<file path="src/rtl/shift_rotate_issue.sv">
// Command FIFO feeding the combinational ShiftRotate datapath, plus a registered
// result stage with its own valid/ready handshake and pass-through tag.
module shift_rotate_issue #(
  parameter int DEPTH = 4
) (
  input  logic                     clk,
  input  logic                     rst,
  input  logic                     flush,
  input  logic                     cmd_valid,
  output logic                     cmd_ready,
  input  logic [31:0]              cmd_data,
  input  logic [4:0]               cmd_amount,
  input  logic                     cmd_direction,
  input  logic                     cmd_type,
  input  logic [3:0]               cmd_tag,
  output logic [31:0]              sr_data_in,
  output logic [4:0]               sr_rotate_amount,
  output logic                     sr_rotate_direction,
  output logic                     sr_rotate_type,
  input  logic [31:0]              sr_data_out,
  output logic                     res_valid,
  input  logic                     res_ready,
  output logic [31:0]              res_data,
  output logic [3:0]               res_tag,
  output logic [$clog2(DEPTH):0]   count
);

  localparam int AW = $clog2(DEPTH);
  localparam int CW = AW + 1;
  localparam int EW = 32 + 5 + 1 + 1 + 4;

  logic [AW-1:0] wr_ptr_reg, rd_ptr_reg;
  logic [CW-1:0] count_reg, count_next;
  logic          res_valid_reg;
  logic [31:0]   res_data_reg;
  logic [3:0]    res_tag_reg;
  logic [EW-1:0] entries [DEPTH];
  logic [EW-1:0] head;
  logic          push, issue;

  assign cmd_ready = (count_reg < CW'(DEPTH)) & ~flush;
  assign push      = cmd_valid & cmd_ready;
  assign issue     = (count_reg != '0) & (~res_valid_reg | res_ready);

  // Each entry is its own register so reset can clear storage asynchronously.
  genvar gi;
  generate
    for (gi = 0; gi < DEPTH; gi++) begin : g_entry
      logic [EW-1:0] entry_reg;
      always_ff @(posedge clk or posedge rst) begin
        if (rst)
          entry_reg <= '0;
        else if (push && (wr_ptr_reg == AW'(gi)))
          entry_reg <= {cmd_data, cmd_amount, cmd_direction, cmd_type, cmd_tag};
      end
      assign entries[gi] = entry_reg;
    end
  endgenerate

  assign head                = entries[rd_ptr_reg];
  assign sr_data_in          = head[42:11];
  assign sr_rotate_amount    = head[10:6];
  assign sr_rotate_direction = head[5];
  assign sr_rotate_type      = head[4];

  always_comb begin
    count_next = count_reg;
    case ({push, issue})
      2'b10:   count_next = count_reg + CW'(1);
      2'b01:   count_next = count_reg - CW'(1);
      default: count_next = count_reg;
    endcase
  end

  // Flush clears occupancy and result validity but leaves res_data/res_tag intact.
  always_ff @(posedge clk or posedge rst) begin
    if (rst) begin
      wr_ptr_reg    <= '0;
      rd_ptr_reg    <= '0;
      count_reg     <= '0;
      res_valid_reg <= 1'b0;
      res_data_reg  <= '0;
      res_tag_reg   <= '0;
    end else if (flush) begin
      wr_ptr_reg    <= '0;
      rd_ptr_reg    <= '0;
      count_reg     <= '0;
      res_valid_reg <= 1'b0;
    end else begin
      count_reg <= count_next;
      if (push)
        wr_ptr_reg <= wr_ptr_reg + AW'(1);
      if (issue) begin
        rd_ptr_reg    <= rd_ptr_reg + AW'(1);
        res_data_reg  <= sr_data_out;
        res_tag_reg   <= head[3:0];
        res_valid_reg <= 1'b1;
      end else if (res_valid_reg && res_ready) begin
        res_valid_reg <= 1'b0;
      end
    end
  end

  assign res_valid = res_valid_reg;
  assign res_data  = res_data_reg;
  assign res_tag   = res_tag_reg;
  assign count     = count_reg;

endmodule

</file>
<file path="config.mk">
export PLATFORM = sky130hd
export DESIGN_NAME = shift_rotate_issue
export DESIGN_NICKNAME = d
export VERILOG_FILES = /design/src/rtl/shift_rotate_issue.sv
export SDC_FILE = /design/constraint.sdc
export NUM_CORES = 1
export LEC_CHECK = 0
export CELL_PAD_IN_SITES_DETAIL_PLACEMENT = 0
export CELL_PAD_IN_SITES_GLOBAL_PLACEMENT = 1
export CORE_MARGIN = 1
export CORE_UTILIZATION = 40
export DETAILED_ROUTE_END_ITERATION = 16
export PLACE_DENSITY_LB_ADDON = 0.1
export SYNTH_ARGS = -nofsm -noshare
export SYNTH_HDL_FRONTEND = slang
export SYNTH_SLANG_ARGS = --single-unit
</file>
<file path="constraint.sdc">
create_clock -name clk -period 8.06 [get_ports clk]
set_clock_uncertainty 0.1 [all_clocks]
set_input_delay 1.612 -clock clk [delete_from_list [all_inputs] [get_ports clk]]
set_output_delay 1.612 -clock clk [all_outputs]
set_load 0.1 [all_outputs]
</file>
==> results.yml <==
timing:
  hold_violations: 0
  period_needed_ns: 5.48
  fmax_ghz: 0.183
  rsz0062_at_grt: "no"
  setup_viol: 0
  fin_setup_tns_ns: 0
  worst_slew_pin_slew_ns: 1.07
  period_share_pct: 68.0
  slew_headroom_pct: 28.7
  finalMaxSlewViolations: 0
route:
  wire_per_inst_um: 19.1
  via_per_inst: 5.06
  firstDrtPassIters: 4
  totalWireLength_um: 20000
  drt_iter0_markers: 189
  antenna_left: 0
  num_vias: 5284
  drc: 0
layout:
  fill_cells: 2008
  largest_reg_flops: 172
  area_delta_synth_final_pct: 23.9
  multi_input_area_um2: 3630
  nets: 792
  drive_gt1_share_pct: 38.8
  seq_area_um2: 5410
min_path:
  hold_path_class: "reg2reg"
clock_network:
  clkTransAtPathRegs_ns: 0.06
  ctsHoldBuffers: 0
  clockBufferDepth: 3
  numCtsBuffers: 25
  insertion_delay_ns: 0.51
  clkSinkCount: 216
  cts_tree: "done"
  ctsResizeCount: 0
  htreeDepth: 1
  cts_setup_buffers: 0
  cts_root_buf: "clkbuf_16"
setup_path:
  r2r_slack_ns: 5.58
  cp-endpoint: "cmd_ready"
  arrival_ns: 3.77
  path_class: "in2out"
  critPathLaunchType: "primary input"
  critPathCaptureType: "output pin"
  critPathMaxFanout: 12
  timing.rr.start: "count[2]"
  crit_required_ns: 6.35
  reg2reg_depth: 4
  crit_start: "flush"
  regToRegEndpoint: "g_entry[1].entry_reg[39]"
floorplanning:
  fp.dieArea_um2: 24700
  die_w_um: 157
  fp.dieH_um: 157
  ioPinCount: 160
  initial_core_util_pct: 40.9
  rows: 56
  core_um2: 23500
global_routing:
  grt_pass1_wl_um: 31500
  grt_overflow: 0
  grtUsageTotal_pct: 16.6
  grt_pass1_vias: 5933
  grt_max_degree: 155
  antenna_found_initial: 2
logic_synthesis:
  syn-num-nets: 671
  mappedNetlistArea_um2: 9620
  ys_types: 31
  synthTopCellsByArea: "dfrtp_1 (56%), mux2_2 (21%), mux4_2 (10%)"
  ys_seq_elements: 216
  netlist.area_leader.share_pct: 56.2
  yosysSeqAreaShare_pct: 56.2
  netlist_instances: 586
  synth_area_leader_cell: "dfrtp_1"
  syn_area_per_cell_um2: 16.4
  ys_warn_count: 0
placed_design:
  dp_hpwl_um: 12400
  port_buffers: 159
  place_congestion: 0.698
job:
  maxCapViolations: 0
run_status:
  status: "complete, no violations"
worst max-delay path, stage by stage:
cell and delay, ns:
clkdlybuf4s50_1 0.65, nor2_2 0.32, clkdlybuf4s50_1 1.18
area by class of cell:
| cell class | count | share of cell area (%) |
|---|---|---|
| Antenna cell | 1 | 0.0210 |
| Clock buffer | 32 | 5.64 |
| Clock inverter | 12 | 1.13 |
| Inverter | 3 | 0.158 |
| Multi-Input combinational cell | 295 | 30.5 |
| Sequential cell | 216 | 45.4 |
| Tap cell | 319 | 3.35 |
| Timing Repair Buffer | 166 | 13.8 |
per-layer routing:
layer / share of wire, % / GRT usage (%) / up-vias
met5: 0.050 / 0 / -
met4: 2.2 / 4.81 / 2
met3: 6.6 / 4.68 / 35
met2: 51 / 29.2 / 142
met1: 40 / 19.8 / 2764
li1: - / - / 2341
cell usage after synthesis (all sizes together):
cell type    n
mux2i        1
nor2         8
a31oi        1
nor3b        1
mux4        43
nand2        1
nand2b       2
nor3         4
nor2b        3
ha           4
and3         4
a21oi        3
o21ai        4
inv          3
dfrtp      216
o211ai       1
o21ba        1
or3          1
clkbuf       3
and2         1
fa           1
mux2       209
buf         69
xnor2        2
cell usage in the layout (no fill, tap or decap), types with 2 or more instances in the layout:
cell type        instances
dfrtp_1                214
mux2_2                 181
clkdlybuf4s50_1        159
mux4_2                  43
mux2_1                  28
clkbuf_16               25
clkinv_2                 9
nor2_1                   7
buf_4                    7
clkbuf_1                 5
o21ai_0                  4
and3_2                   4
ha_1                     4
nor2b_1                  3
a21oi_1                  3
bufinv_16                3
nand2b_1                 2
xnor2_1                  2
inv_1                    2
nor3_1                   2
clkbuf_8                 2
kinds of logic after synthesis:
kind of cell	share of synthesized area, %
mux	34.6
flops	56.2
buf+inv	6.09
simple gates	1.55
compound gates	0.611
fa+ha+maj	0.729
xor+xnor	0.182
worst min path at each step:
stage	slack [ns]	from	endpoint	depth (start not counted)
2_1_floorplan	0.35	g_entry[2].entry_reg[21]	g_entry[2].entry_reg[21]	1
3_3_place_gp	0.36	g_entry[3].entry_reg[32]	g_entry[3].entry_reg[32]	1
3_5_place_dp	0.37	g_entry[2].entry_reg[24]	g_entry[2].entry_reg[24]	1
4_1_cts	0.38	g_entry[2].entry_reg[24]	g_entry[2].entry_reg[24]	1
5_1_grt	0.40	g_entry[0].entry_reg[20]	g_entry[0].entry_reg[20]	1
6_report	0.38	g_entry[2].entry_reg[25]	g_entry[2].entry_reg[25]	1
metrics by stage:
stage               std cells  hold WS, ns  worst slack, ns  util (%)  cell area (um^2)
finish                   1044        0.378             2.58      50.6             11900
global route             1043        0.402             2.52      50.6             11900
CTS                      1043        0.385             2.58      50.6             11900
detailed placement        999        0.371             2.59      47.2             11100
global placement          999        0.362             2.64      47.2             11100
floorplan                 586        0.352            0.440         -              9620
Power is not shown: default switching activity piles up to over one toggle a cycle in this logic, so the estimate is an artifact.
